File: src/rtl/byte_stream_packer.sv
// byte_stream_packer
// Receive-side packer: collects a valid/ready byte stream into BYTES-wide words.
// Each word's lane order (big/little endian) is latched with its first byte.
// in_last closes a word early, and unfilled lanes read as zero.
// The output register holds a word under backpressure. Simultaneous drain and
// refill keeps the packer at one byte per cycle.
module byte_stream_packer #(
  parameter int BYTES = 6,
  localparam int CW = $clog2(BYTES + 1)
) (
  input  logic              clock,
  input  logic              reset,
  input  logic              in_valid,
  output logic              in_ready,
  input  logic [7:0]        in_byte,
  input  logic              in_last,
  input  logic              cfg_little_endian,
  output logic              out_valid,
  input  logic              out_ready,
  output logic [8*BYTES-1:0] out_word,
  output logic [CW-1:0]     out_count
);

  localparam int WW = 8 * BYTES;

  logic [CW-1:0] idx;
  logic [WW-1:0] assembly;
  logic          order_q;

  logic          xfer;
  logic          completing;
  logic          order_eff;
  logic [CW-1:0] lane;
  logic [WW-1:0] merged;

  // A new byte can enter whenever the output slot is empty or being drained now.
  assign in_ready = !out_valid || out_ready;

  // Pick the lane for the incoming byte and merge it into the partial word.
  // The first byte of a word uses the live order bit because that is the
  // moment the order gets latched.
  always_comb begin
    xfer       = in_valid && in_ready;
    completing = (idx == CW'(BYTES - 1)) || in_last;
    order_eff  = (idx == '0) ? cfg_little_endian : order_q;
    lane       = order_eff ? idx : (CW'(BYTES - 1) - idx);
    merged     = assembly | (WW'(in_byte) << {lane, 3'b000});
  end

  // Accumulate bytes and hand off completed words to the output register.
  // This also retires the output when the sink takes it without a replacement.
  always_ff @(posedge clock or posedge reset) begin
    if (reset) begin
      idx       <= '0;
      assembly  <= '0;
      order_q   <= 1'b0;
      out_valid <= 1'b0;
      out_word  <= '0;
      out_count <= '0;
    end else begin
      if (out_valid && out_ready) begin
        out_valid <= 1'b0;
      end
      if (xfer) begin
        if (idx == '0) begin
          order_q <= cfg_little_endian;
        end
        if (completing) begin
          out_word  <= merged;
          out_count <= idx + CW'(1);
          out_valid <= 1'b1;
          idx       <= '0;
          assembly  <= '0;
        end else begin
          assembly <= merged;
          idx      <= idx + CW'(1);
        end
      end
    end
  end

endmodule

File: config.mk
export PLATFORM = sky130hd
export DESIGN_NAME = byte_stream_packer
export DESIGN_NICKNAME = d
export VERILOG_FILES = /design/src/rtl/byte_stream_packer.sv
export SDC_FILE = /design/constraint.sdc
export NUM_CORES = 1
export LEC_CHECK = 0
export BUFFER_PORTS_ARGS = -buffer_cell sky130_fd_sc_hd__buf_2
export CAP_MARGIN = 0
export CORE_MARGIN = 1
export CORE_UTILIZATION = 35
export CTS_CLUSTER_DIAMETER = 150
export DETAILED_ROUTE_END_ITERATION = 10
export PLACE_DENSITY_LB_ADDON = 0.3
export SKIP_LAST_GASP = 1
export SLEW_MARGIN = 10
export SYNTH_ARGS = -nofsm -noshare
export SYNTH_HDL_FRONTEND = slang
export SYNTH_SLANG_ARGS = --single-unit
File: constraint.sdc
create_clock -name clock -period 3.47 [get_ports clock]
set_input_delay 0.5205 -clock clock [delete_from_list [all_inputs] [get_ports clock]]
set_output_delay 0.5205 -clock clock [all_outputs]
set_load 0.1 [all_outputs]
# Word-level counts from Yosys, hierarchy flattened
# Cells that the tools add are included.
# word_totals
latch_bits,0
mem_bits_ro,0
output_inout_bits,53
ram_bits,0
register_bits,104
memories,0
# op_classes
n_lt_le_gt_ge,0
n_mux,7
multipliers,0
div,0
add_sub_neg,2
eq_ne,1
n_reduce_logical,7
n_bitwise,1
n_shift,1
# op_table
cell,n
48-bit two-way mux,1
48-bit bitwise OR,1
8-bit by 6-bit << shifter with 48-bit output,1
3-bit two-way mux,2
1-bit two-way mux,4
"3-bit by 1-bit adder with 3-bit output, second input constant",1
"3-bit equality test, second input constant",1
3-bit logical NOT,1
"3-bit subtractor, first input constant",1
1-bit logical AND,2
1-bit logical OR,2
2-bit AND reduction,1
1-bit logical NOT,1

# Depth between registers and ports, before layout
# Gate-level depths: netlist of run 1.
# logic_depth
word_depth,6
depth_mapped,9

# Worst setup path after synthesis of run 1
# OpenSTA, ideal clock, no wires.
# synth_path
kind,flip-flop to flip-flop
startpoint,register out_valid
endpoint,register out_word[13]
slack_ns,0.774
path_stages_with_launch,8
required_time_ns,3.339
t_arrival_ns,2.565
setup_ns,0.131
period_less_slack_ns,2.696
cell_sequence,dfrtp_1 and2b_1 inv_1 nand3_2 buf_2 buf_4 mux2i_1 o31ai_1
# synth_via
elab_chain_cells,4
# synth_rtl
element,line_no,rtl
from (decl),18,"output logic out_valid,"
from (signal assigned),57,out_valid <= 1'b0;
from (signal assigned),62,out_valid <= 1'b0;
from (signal assigned),71,out_valid <= 1'b1;
1-bit logical NOT,37,assign in_ready = !out_valid || out_ready;
1-bit logical OR,37,
named net in_ready,14,"output logic in_ready,"
1-bit logical AND,43,xfer = in_valid && in_ready;
2-bit AND reduction (no line),n/a,
to (signal assigned),69,out_word <= merged;
to (decl),20,"output logic [8*BYTES-1:0] out_word,"
# The timed path passes the listed nets, and every way through them passes these cells.
# A chain may end at the register's enable or synchronous reset.

# Worst setup path in the final report of run 1
# layout_path
startpoint,register idx[1]
endpoint,register assembly[29]
# layout_via
elab_chain_cells,6
elab_cells_between_ends,9
cone_classes,add/sub: 1; eq/ne: 1; shift: 1; mux: 3; bitwise: 1; reduce/logical: 2
# layout_rtl
element,line_no,rtl
from (decl),26,logic [CW-1:0] idx;
from (signal assigned),76,idx <= idx + CW'(1);
"parallel branches: the longest is 5 deep, another holds 3-bit subtractor",n/a,
48-bit two-way mux (*),68,if (completing) begin
to (signal assigned),75,assembly <= merged;
to (decl),27,logic [WW-1:0] assembly;
# Every way passes the cells marked *.

==> key figures, run 1 <==
Timing
  • Clock Skews: 8.683 ps
  • Crit share post-route: 0.7614
  • Actual slew at the worst max-slew pin: around 790 ps
  • Fmax: about 380 MHz
  • Max-slew violations: 0
  • Final hold violations: 0
  • Setup-failing EPs final: 0
  • Hold WS: 338.6 ps
  • Slew HR: 0.4741
  • RSZ-0062 raised after global routing: false
  • Tmin final: around 2600 ps
  • Setup TNS: 0 ps

Setup path
  • Critical path buffers and inverters: 1
  • Worst R2R End: assembly[29]
  • Worst path cell trace: clkinv_1, ha_1, o21ai_0, o211ai_1, nor3_2, a32o_1
  • Critical Path RT: 3750 ps
  • Reg-to-reg slack, setup: ~830 ps
  • CP startpoint kind: flop
  • Setup crit end kind: flop
  • Largest stage delay on the critical path: 680 ps
  • Slowest cell on crit path: dfrtp_1
  • Reg2Reg Depth: 6
  • Worst R2R Start: idx[1]
  • Worst setup path class: reg2reg
  • Worst-path maximum fanout: 15
  • Data arrival time of the worst path: 2920 ps
  • Family with the most delay on the worst path: compound AO/OA/AOI/OAI gates

Place
  • I/O Buffers: 66
  • Final GP Congestion: between 0.7 and 0.8
  • Dpl hpwl: 7593 um
  • Cells after DPL: 593

Synthesis
  • Ys async rst share: 1.000
  • Post-synth EDFFs: 0
  • Post-synthesis net count: 385
  • Cell variety after synth: 44
  • Primary FF master, synth: dfrtp_1
  • Average size of a mapped cell: 12.53 um^2
  • Register bit total from synthesis: around 100
  • Seq/Total Area, Yosys: 0.5643
  • Synth Instances: approximately 370
  • Cell Area, Synth: 0.004612 mm^2
  • Synth warn: 0

Detailed routing
  • Post-Route WL: 11140 um
  • Avg WL per Cell: 18.29 um
  • DRC errors left: 0
  • Drt via density: 5.383
  • Detailed Routing Iterations Pass 1: 4
  • Final ANT Viol Nets: 0
  • Iteration-0 DRC Markers: around 170
  • DR vias: 3278

Floorplan
  • Core Region: between 0.01 and 0.015 mm^2
  • IO Count: 67
  • Die Ht: 116.8 um
  • Placement Rows: 41
  • Die Area: between 0.01 and 0.015 mm^2
  • Die Wd: 116.8 um
  • Starting Density: 0.3625

Clock tree
  • CTS tree: done
  • Worst-path clk slew: 70 ps
  • Worst skew pair latency: 340 ps
  • Htree depth: 3
  • # hold bufs at CTS: 0
  • Clock root buffer: clkbuf_16
  • Inserted Clock Buffers: 9
  • Postcts setup bufs: 0
  • Worst-case clock buffer depth: 2
  • Clock Sinks: 104
  • Post_cts resized: 0

GRT
  • Vias in the first global route: 3202
  • Initial antenna violation count: 0
  • Overflow after GRT: 0
  • Pin count of the biggest net entering global routing: 62
  • Total track usage: 0.1760
  • First-pass GRT wire length: 17890 um

Finish
  • Area growth from synthesis to layout: 17.91%
  • Post-layout util: 0.4274
  • Share of cells above drive strength 1: 0.2586
  • Commonest non-fill, non-tap cell in the layout: dfrtp_1
  • Non-Filler Instances: between 600 and 700
  • N_diodes: 0
  • Final-stage net count: 449
  • Commonest cells after routing, fill and taps aside: 104 x dfrtp_1, 66 x buf_2, 49 x mux2i_1, 44 x a32o_1, 38 x o21ai_0
  • Filler Cell Count: 1251

Status
  • Outcome: completed

Flow run
  • Maxcap violations: 0

Min path
  • Hold Path Class: in2async
[metal layers]
layer  vias up  global-route usage  routed length (um)
met5         -                   0                   0
met4         0             0.05992                 175
met3        11             0.02987                 460
met2        77              0.2631                5081
met1      1659              0.2587                5424
li1       1531                   -                   -
[area by class of cell]
class,instances,area (um^2),area share
Sequential cell,104,2603,0.4786
Multi-Input combinational cell,236,1879,0.3456
Timing Repair Buffer,74,427.9,0.07869
Clock buffer,12,256.5,0.04717
Tap cell,172,215.2,0.03958
Inverter,7,28.78,0.005292
Clock inverter,4,27.53,0.005062
[through the flow]
step	setup WS [ps]	instance area (um^2)
after floorplan	217.3	4612
after global placement	1024	5154
after detailed placement	847.2	5154
after CTS	810.9	5438
after global routing	553.2	5438
final	828.0	5438
[synth_stat cells, drive strengths merged (2+ instances only)]
cell | number | area (um^2)
nand3 | 6 | 35.03
a21oi | 6 | 52.56
nor2b | 9 | 56.30
o21ai | 42 | 214.0
nand2b | 5 | 31.28
ha | 3 | 37.54
a32o | 44 | 440.4
a22o | 2 | 17.52
inv | 6 | 22.52
buf | 20 | 113.9
mux2i | 49 | 490.5
nor2 | 2 | 7.510
or4 | 2 | 18.77
dfrtp | 104 | 2603
mux2 | 2 | 26.27
nand2 | 30 | 112.6
o31ai | 16 | 160.2
a21o | 3 | 22.52
nor3 | 4 | 52.55
[state kept, by name, indices dropped and copies added (netlist names)]
register   count
out_valid      1
assembly      48
out_count      3
out_word      48
idx            3
order_q        1
[how the worst max path moves through the flow]
stage               startpoint            to  slack (ps)  cells past startpoint
finish                  idx[1]  assembly[29]         830                      6
global route            idx[1]  assembly[25]         550                      6
CTS                     idx[1]  assembly[29]         810                      6
detailed placement      idx[1]  assembly[29]         850                      6
global placement        idx[1]  assembly[28]        1020                      6
floorplan                reset   assembly[0]         220                      1
[worst reg2reg max path: cells and delay by family, from the launching register on]
family	cells	cell delay, ps
buf+inv	1	260
fa+ha+maj	1	420
compound gates	3	710
flops	1	680
simple gates	1	500
[cells by family after synthesis]
logic type      after synthesis  share of synthesized area
compound gates              119                     0.2086
flops                       104                     0.5643
simple gates                 63                    0.07570
buf+inv                      28                    0.03120
mux                          51                     0.1120
fa+ha+maj                     3                   0.008140
Power of run 1 is left out: the tool's default activity adds up to more than one toggle a clock period on the data nets, which glitch-free logic cannot reach.
==> inputs of run 2 (changes only) <==
==> constraint.sdc (replaced) <==
create_clock -name clock -period 2.3 [get_ports clock]
set_input_delay 0.345 -clock clock [delete_from_list [all_inputs] [get_ports clock]]
set_output_delay 0.345 -clock clock [all_outputs]
set_load 0.1 [all_outputs]
==> run 2 against run 1 <==
Effect of this change:
- highest routed layer unchanged
- critical path type unchanged
- clock skew decreased by 2.3 ps
- sequential share of layout area fell by 1.4 points
- worst setup slack got worse by 630 ps
- clock-buffer cell count down 3
- wire length up 0.82%
- worst hold slack lost 260 ps
==> key figures, run 2 (synthesis gave the netlist of run 1 again) <==
Clock tree
  • Clock Sinks: roughly 100
  • Clock root buffer: clkbuf_16
  • Worst-case clock buffer depth: 2
  • Worst-path clk slew: 70 ps
  • Postcts setup bufs: 0
  • Post_cts resized: 0
  • # hold bufs at CTS: 0
  • CTS tree: done
  • Worst skew pair latency: 340 ps
  • Inserted Clock Buffers: 9
  • Htree depth: 3

Floorplan
  • Die Area: 0.01364 mm^2
  • Die Wd: 116.8 um
  • Placement Rows: 41
  • Die Ht: roughly 120 um
  • Starting Density: 0.3625
  • IO Count: 67
  • Core Region: 0.01272 mm^2

Place
  • Dpl hpwl: 7851 um
  • Cells after DPL: roughly 600
  • Final GP Congestion: 0.7575
  • I/O Buffers: 66

Timing
  • Slew HR: 0.6046
  • Fmax: ~470 MHz
  • Hold WS: a little over 80 ps
  • RSZ-0062 raised after global routing: false
  • Actual slew at the worst max-slew pin: 593.0 ps
  • Crit share post-route: 0.9156
  • Clock Skews: 6.376 ps
  • Final hold violations: 0
  • Setup-failing EPs final: 0
  • Tmin final: 2106 ps
  • Max-slew violations: 0

Setup path
  • Setup crit end kind: flop
  • Worst setup path class: reg2reg
  • CP startpoint kind: flop
  • Critical Path RT: 2580 ps
  • Worst-path maximum fanout: 8
  • Data arrival time of the worst path: 2380 ps
  • Slowest cell on crit path: o21ai_2
  • Reg2Reg Depth: 6
  • Critical Path Source: idx[1]
  • Worst path cell trace: clkinv_2, ha_1, nor3b_1, mux2i_1, o21ai_2, a32o_1
  • Largest stage delay on the critical path: 410 ps
  • Worst R2R Start: idx[1]

Status
  • Outcome: completed

Detailed routing
  • Final ANT Viol Nets: 0
  • DR vias: 3327
  • Detailed Routing Iterations Pass 1: 4
  • Iteration-0 DRC Markers: 278
  • Avg WL per Cell: roughly 18 um
  • DRC errors left: 0
  • Drt via density: 5.349
  • Post-Route WL: 11230 um

Finish
  • Post-layout util: 0.4401
  • Commonest cells after routing, fill and taps aside: 103 x dfrtp_1, 66 x buf_2, 49 x mux2i_1, 44 x a32o_1, 38 x o21ai_0
  • Filler Cell Count: 1233
  • Commonest non-fill, non-tap cell in the layout: dfrtp_1
  • Share of cells above drive strength 1: 0.2911
  • Top flop regs: assembly x48, out_word x48
  • Non-Filler Instances: 622
  • Final-stage net count: about 460
  • Area growth from synthesis to layout: 21.41%
  • N_diodes: 0

GRT
  • Overflow after GRT: 0
  • Initial antenna violation count: 0
  • Total track usage: 0.1795
  • Vias in the first global route: approximately 3500
  • First-pass GRT wire length: approximately 19000 um
  • Pin count of the biggest net entering global routing: 71

Min path
  • Hold Path Class: in2async

Flow run
  • Maxcap violations: 0
==> run 2: worst paths after layout <==
kind                                      to  slack (ps)
worst max register to register   assembly[8]         190
worst max-delay path             assembly[8]         190
worst min-delay path            out_word[11]          80
min in group clock                    idx[0]         290
max in group asynchronous          out_valid        1800
worst min register to register  out_count[1]         480
==> run 2: through the flow <==
step	cell area, um^2	TNS (ps)	setup slack, ps
floorplan	4638	-1706	-58.48
global placement	5310	0	320.5
detailed placement	5310	0	253.4
CTS	5599	0	236.6
global route	5599	0	72.23
finish	5599	0	194.0
==> run 2: cell type report <==
cell class / count / area (um^2) / area share
timing repair buffer: 87 / 575.6 / 0.1028
clock buffer: 9 / 225.2 / 0.04022
sequential: 104 / 2604 / 0.4650
tap: 172 / 215.2 / 0.03844
clock inverter: 7 / 63.81 / 0.01140
inverter: 7 / 35.03 / 0.006257
multi-input combinational: 236 / 1881 / 0.3359
==> run 2: per-layer routing <==
| metal | vias up | part of all wire | GRT usage |
|---|---|---|---|
| met5 | - | 0 | 0 |
| met4 | 0 | 0.0065 | 0.03882 |
| met3 | 6 | 0.033 | 0.03811 |
| met2 | 54 | 0.51 | 0.3077 |
| met1 | 1708 | 0.45 | 0.2343 |
| li1 | 1559 | - | - |
==> run 2: worst max-delay path, delay by kind of cell, from the launching register on <==
kind                     cells  cell delay (ps)
AO/OA/AOI/OAI                2              660
buffers and inverters        1               80
AND/OR/NAND/NOR              1              350
adder cells (fa/ha/maj)      1              370
multiplexers                 1              200
flip-flops                   1              380
Power of run 2 is left out for the same reason.
